[src/rtl/input_ctrl_pkg.sv]
// Shared definitions for the key input controller: arbiter FSM states,
// logical key indices and the debounce counter width.
package input_ctrl_pkg;

  typedef enum logic [1:0] {
    IDLE     = 2'd0,
    WAIT_ACK = 2'd1,
    GAP      = 2'd2
  } arb_state_t;

  localparam int KEY_JUMP  = 0;
  localparam int KEY_DUCK  = 1;
  localparam int KEY_PAUSE = 2;
  localparam int KEY_START = 3;

  localparam int DEB_CNT_W = 4;

endpackage

[src/rtl/key_debounce.sv]
// One key lane: synchronizes the raw key level, counts consecutive frame
// ticks on which it reads high, and pulses press on the tick where the
// count first reaches DEBOUNCE_FRAMES.
module key_debounce
  import input_ctrl_pkg::*;
#(
  parameter int DEBOUNCE_FRAMES = 2
) (
  input  logic sysclk,
  input  logic reset,
  input  logic frame_tick,
  input  logic key_raw,
  output logic press
);

  localparam logic [DEB_CNT_W-1:0] TARGET    = DEB_CNT_W'(DEBOUNCE_FRAMES);
  localparam logic [DEB_CNT_W-1:0] ARM_LEVEL = DEB_CNT_W'(DEBOUNCE_FRAMES - 1);

  logic                 key_meta;
  logic                 key_sync;
  logic [DEB_CNT_W-1:0] count;

  // Two-flop synchronizer for the asynchronous key level
  always_ff @(posedge sysclk or negedge reset) begin
    if (!reset) begin
      key_meta <= 1'b0;
      key_sync <= 1'b0;
    end else begin
      key_meta <= key_raw;
      key_sync <= key_meta;
    end
  end

  // Saturating run-length of high samples, evaluated only on frame ticks
  always_ff @(posedge sysclk or negedge reset) begin
    if (!reset) begin
      count <= '0;
    end else if (frame_tick) begin
      if (!key_sync) begin
        count <= '0;
      end else if (count != TARGET) begin
        count <= count + 1'b1;
      end
    end
  end

  // A held key yields a single event: only the step into TARGET counts
  assign press = frame_tick & key_sync & (count == ARM_LEVEL);

endmodule

[src/rtl/key_interrupt_arbiter.sv]
// Debounced key interrupt arbiter: latches key presses into pending bits and
// serves them lowest-index first through an irq/irq_ack handshake, with a
// one-cycle gap guaranteeing a distinct irq edge for every press.
module key_interrupt_arbiter
  import input_ctrl_pkg::*;
#(
  parameter  int NUM_KEYS        = 4,
  parameter  int DEBOUNCE_FRAMES = 2,
  localparam int CODE_W          = $clog2(NUM_KEYS)
) (
  input  logic                sysclk,
  input  logic                reset,
  input  logic                frame_rt_clk,
  input  logic [NUM_KEYS-1:0] keys,
  input  logic [NUM_KEYS-1:0] key_mask,
  output logic                irq,
  output logic [CODE_W-1:0]   irq_code,
  input  logic                irq_ack,
  output logic [NUM_KEYS-1:0] pending,
  output logic                overrun,
  input  logic                overrun_clr
);

  logic                frame_meta;
  logic                frame_sync;
  logic                frame_prev;
  logic [1:0]          sync_fill;
  logic                tick_armed;
  logic                frame_tick;
  logic [NUM_KEYS-1:0] press;
  logic [NUM_KEYS-1:0] press_enabled;
  logic [NUM_KEYS-1:0] sel_onehot;
  logic [NUM_KEYS-1:0] sel_clear;
  logic [CODE_W-1:0]   sel_idx;
  logic                lost;
  arb_state_t          state;

  // Frame clock synchronizer and rise detector; ticks are only armed once a
  // genuine low level has been seen, so a high level at release is no edge
  always_ff @(posedge sysclk or negedge reset) begin
    if (!reset) begin
      frame_meta <= 1'b0;
      frame_sync <= 1'b0;
      frame_prev <= 1'b0;
      sync_fill  <= '0;
      tick_armed <= 1'b0;
    end else begin
      frame_meta <= frame_rt_clk;
      frame_sync <= frame_meta;
      frame_prev <= frame_sync;
      sync_fill  <= {sync_fill[0], 1'b1};
      tick_armed <= tick_armed | (sync_fill[1] & ~frame_sync);
    end
  end

  assign frame_tick = tick_armed & frame_sync & ~frame_prev;

  for (genvar k = 0; k < NUM_KEYS; k++) begin : g_key
    key_debounce #(
      .DEBOUNCE_FRAMES(DEBOUNCE_FRAMES)
    ) u_debounce (
      .sysclk    (sysclk),
      .reset     (reset),
      .frame_tick(frame_tick),
      .key_raw   (keys[k]),
      .press     (press[k])
    );
  end

  // Lowest set pending bit, as both an index and a one-hot clear mask
  always_comb begin
    sel_idx    = '0;
    sel_onehot = '0;
    for (int i = NUM_KEYS - 1; i >= 0; i--) begin
      if (pending[i]) begin
        sel_idx       = CODE_W'(i);
        sel_onehot    = '0;
        sel_onehot[i] = 1'b1;
      end
    end
  end

  assign sel_clear     = (state == IDLE) ? sel_onehot : '0;
  assign press_enabled = press & key_mask;
  assign lost          = |(press_enabled & pending & ~sel_clear);

  // Pending latch and sticky overrun; a fresh press outlives a same-cycle selection
  always_ff @(posedge sysclk or negedge reset) begin
    if (!reset) begin
      pending <= '0;
      overrun <= 1'b0;
    end else begin
      pending <= (pending & ~sel_clear) | press_enabled;
      if (lost) begin
        overrun <= 1'b1;
      end else if (overrun_clr) begin
        overrun <= 1'b0;
      end
    end
  end

  // Service FSM: raise irq with the selected code, hold until ack, then one gap cycle
  always_ff @(posedge sysclk or negedge reset) begin
    if (!reset) begin
      state    <= IDLE;
      irq      <= 1'b0;
      irq_code <= '0;
    end else begin
      case (state)
        IDLE: begin
          if (|pending) begin
            irq      <= 1'b1;
            irq_code <= sel_idx;
            state    <= WAIT_ACK;
          end
        end
        WAIT_ACK: begin
          if (irq_ack) begin
            irq   <= 1'b0;
            state <= GAP;
          end
        end
        GAP: begin
          state <= IDLE;
        end
        default: begin
          irq   <= 1'b0;
          state <= IDLE;
        end
      endcase
    end
  end

endmodule
[config.mk]
export PLATFORM = sky130hd
export DESIGN_NAME = key_interrupt_arbiter
export DESIGN_NICKNAME = d
export VERILOG_FILES = /design/src/rtl/input_ctrl_pkg.sv /design/src/rtl/key_debounce.sv /design/src/rtl/key_interrupt_arbiter.sv
export SDC_FILE = /design/constraint.sdc
export NUM_CORES = 1
export LEC_CHECK = 0
export BUFFER_PORTS_ARGS = -buffer_cell sky130_fd_sc_hd__buf_2
export CAP_MARGIN = 40
export CORE_UTILIZATION = 25
export CTS_BUF_LIST = sky130_fd_sc_hd__clkbuf_8
export CTS_CLUSTER_DIAMETER = 200
export DETAILED_ROUTE_END_ITERATION = 6
export GPL_TIMING_DRIVEN = 0
export SLEW_MARGIN = 20
export SYNTH_ARGS = -nofsm -noshare
export SYNTH_HDL_FRONTEND = slang
export SYNTH_SLANG_ARGS = --single-unit
[constraint.sdc]
create_clock -name sysclk -period 1.48 [get_ports sysclk]
set_clock_uncertainty 0.05 [all_clocks]
set_input_delay 0.222 -clock sysclk [delete_from_list [all_inputs] [get_ports sysclk]]
set_output_delay 0.222 -clock sysclk [all_outputs]
set_load 0.03 [all_outputs]
==> run metrics <==
Critical R2R Launch=state[0]$_DFFE_PN0P_; Seq cells post-synth=40; post-layout util=0.345; CORE AREA=7250 um2; die footprint=7830 um2; Post-Syn Area=1870 um2; first-pass GRT wire length=6180 um; Die Ht=88.5 um; detailed-route wire length per cell=11.8 um; Final Hold Vio Count=0; starting density of the core=0.258; Worst Path Buf+Inv=0; Worst Path Arrival=1.79 ns; number of I/O pins=21; vias per cell=4.47; CTS clk-pin slew, worst paths=0.08 ns; ys flop type=dfrtp_1; final net count=248; Crit. Startpoint=state[0]$_DFFE_PN0P_; Min-Delay Path Depth=2; leading area contributor after synthesis=dfrtp_1; layout cell share with drive strength beyond 1=0.317; clk buf depth=2; Mapped Cells=176; biggest cell delay along the critical path=0.58 ns; die width=88.5 um; crit path max fanout=4; Achievable Freq=600 MHz; post-synth top area share=0.535; Worst path depth=4; Worst VDD drop=0.476 mV; CP required=1.60 ns; Static Leak=1.14 nW; number of port buffers=20; critical path's top delay family=simple AND/OR/NAND/NOR gates; DR pass1 iterations=4; remaining antenna violation count=0; pin count of the biggest net entering global routing=26; CP Cell Sequence=or4_4 -> o2111ai_4 -> a21oi_2 -> a211o_1; # diodes=0; status=complete, but fails checks; power density over cell area=1350 nW/um2; Crit-path slowest cell=or4_4; reg2reg path depth=4; fraction of registers with async set/reset=1.00; Final Slew Violations=0; CTS root buffer=clkbuf_8; via count=1,445; Area growth syn-to-layout=33.7%; count of cell types in the netlist=39; number of core rows=31; reg-to-reg slack, setup=-0.19 ns; routability cong.=0.711; drt initial violations=53; Syn. warnings=0; Clock Latency Late Sink=0.29 ns; Final Total Pwr=3.38 mW; failing checks=negative setup slack; crit path launch type=flop; Post-synth EDFFs=0; vias in the first global route=1,318; Finish-stage setup viols=6; worst r2r dst=overrun$_DFFE_PN0P_; H-Tree Depth=2; syn avg cell area=10.6 um2; top cells by area, synth=dfrtp_1 54%, ha_1 8.0%, a22o_1 4.2%; slack of the critical path=-0.187 ns; Hold WC Path Type=in2reg; Clock Sinks=40; CTS tree=yes; drt drc=0; Final Cycle Share=1.13; gr ovfl total=0; GRT Overall Usage=0.105; DRT Wirelength=3820 um; Max Cap Viol=0; CTS buffer count=5; min Tclk post-route=1.67 ns; synthesized net count=201; crit end category=flop; crit path kind=reg2reg; Seq/Total Area, Yosys=0.535; RSZ-0062 raised after global routing=true; Detailed Place HPWL=2460 um; antenna violations before repair=0; Setup crit end=overrun$_DFFE_PN0P_
cell families after synthesis:
logic type               after synthesis  synth area share
buffers and inverters                 20            0.0408
flip-flops                            40             0.535
AO/OA/AOI/OAI                         44             0.163
multiplexers                           2            0.0107
AND/OR/NAND/NOR                       57             0.168
adder cells (fa/ha/maj)               12            0.0803
other                                  1           0.00201
cells in the mapped netlist (2+ instances only):
cell / count
nand2_1: 10
nand3b_1: 2
clkbuf_1: 3
a32o_1: 2
inv_1: 16
ha_1: 12
nor3_1: 3
or3b_1: 2
a21o_1: 3
a22o_1: 9
nand2b_1: 4
nor2b_1: 2
dfrtp_1: 40
nand4_1: 3
mux2i_1: 2
nor2_1: 11
o22ai_1: 5
nand3_1: 9
a21oi_1: 10
o21ai_0: 9
repair_timing:
item	CTS	global route
resized for setup	9	18
endpoints found under the setup margin	7	17
endpoints found under the hold margin	20	0
buffers inserted	7	7
pin swaps	7	4
gates cloned	0	1
hold buffers	6	0
placed cells by master (no fill, tap or decap), types with 2 or more instances in the layout:
| cell type | count |
|---|---|
| a32o_1 | 2 |
| nand3_1 | 8 |
| a22o_1 | 9 |
| nand3b_1 | 2 |
| nand2_1 | 8 |
| nor3_2 | 2 |
| dfrtp_1 | 37 |
| clkbuf_8 | 5 |
| nand2b_1 | 4 |
| dlygate4sd3_1 | 6 |
| buf_4 | 14 |
| dfrtp_2 | 3 |
| inv_2 | 2 |
| o22ai_2 | 2 |
| nand2_4 | 2 |
| o22ai_1 | 3 |
| or3b_4 | 2 |
| nand4_1 | 3 |
| mux2i_1 | 2 |
| ha_1 | 11 |
| buf_2 | 22 |
| inv_1 | 14 |
| a21o_1 | 3 |
| nor2_1 | 10 |
| nor2b_1 | 2 |
| a21oi_2 | 2 |
| o21ai_0 | 7 |
| a21oi_1 | 8 |
worst min-delay path by stage:
stage	slack [ns]	startpoint	endpoint
after floorplan	-0.12	reset	frame_meta$_DFF_PN0_
after global placement	0.28	frame_rt_clk	frame_meta$_DFF_PN0_
after detailed placement	0.12	reset	g_key[2].u_debounce.key_meta$_DFF_PN0_
after CTS	0.06	irq_ack	state[0]$_DFFE_PN0P_
after global routing	0.09	irq_ack	state[0]$_DFFE_PN0P_
final	0.09	irq_ack	state[0]$_DFFE_PN0P_
power by group:
group          leakage [nW]  internal [mW]  switching (mW)
clock                0.0541          0.499           0.381
sequential            0.482           1.29           0.225
combinational         0.607          0.484           0.500
flip-flops by register name (all words and copies together), names as in the netlist:
register and flops:
frame_meta 1, frame_prev 1, frame_sync 1, g_key.u_debounce.count 16, g_key.u_debounce.key_meta 4, g_key.u_debounce.key_sync 4
irq 1, irq_code 2, overrun 1, pending 4, state 2, sync_fill 2
tick_armed 1
final cells by class:
type,count,area [um2]
clock buffer,5,68.8
multi-input combinational,116,893
tap,99,124
buffer,2,16.3
clock inverter,3,42.5
fill,741,4750
sequential,40,1000
inverter,16,60.1
timing repair buffer,42,290
metal layers:
| metal | part of all wire | track usage |
|---|---|---|
| met1 | 0.51 | 0.146 |
| met2 | 0.45 | 0.158 |
| met3 | 0.032 | 0.0308 |
| met4 | 0.0052 | 0.0293 |
| met5 | 0 | 0 |
stage by stage:
step | instances | TNS (ns) | cell area (um2) | setup WS, ns | hold WS (ns)
final | 323 | -0.336 | 2500 | -0.187 | 0.0931
after global routing | 323 | -0.704 | 2500 | -0.241 | 0.0901
after CTS | 316 | -0.236 | 2370 | -0.209 | 0.0622
after detailed placement | 296 | -0.694 | 2120 | -0.268 | 0.122
after global placement | 295 | -0.596 | 2100 | -0.260 | 0.280
after floorplan | 176 | -0.186 | 1880 | -0.186 | -0.124
Power figures use the tool's default switching activity.
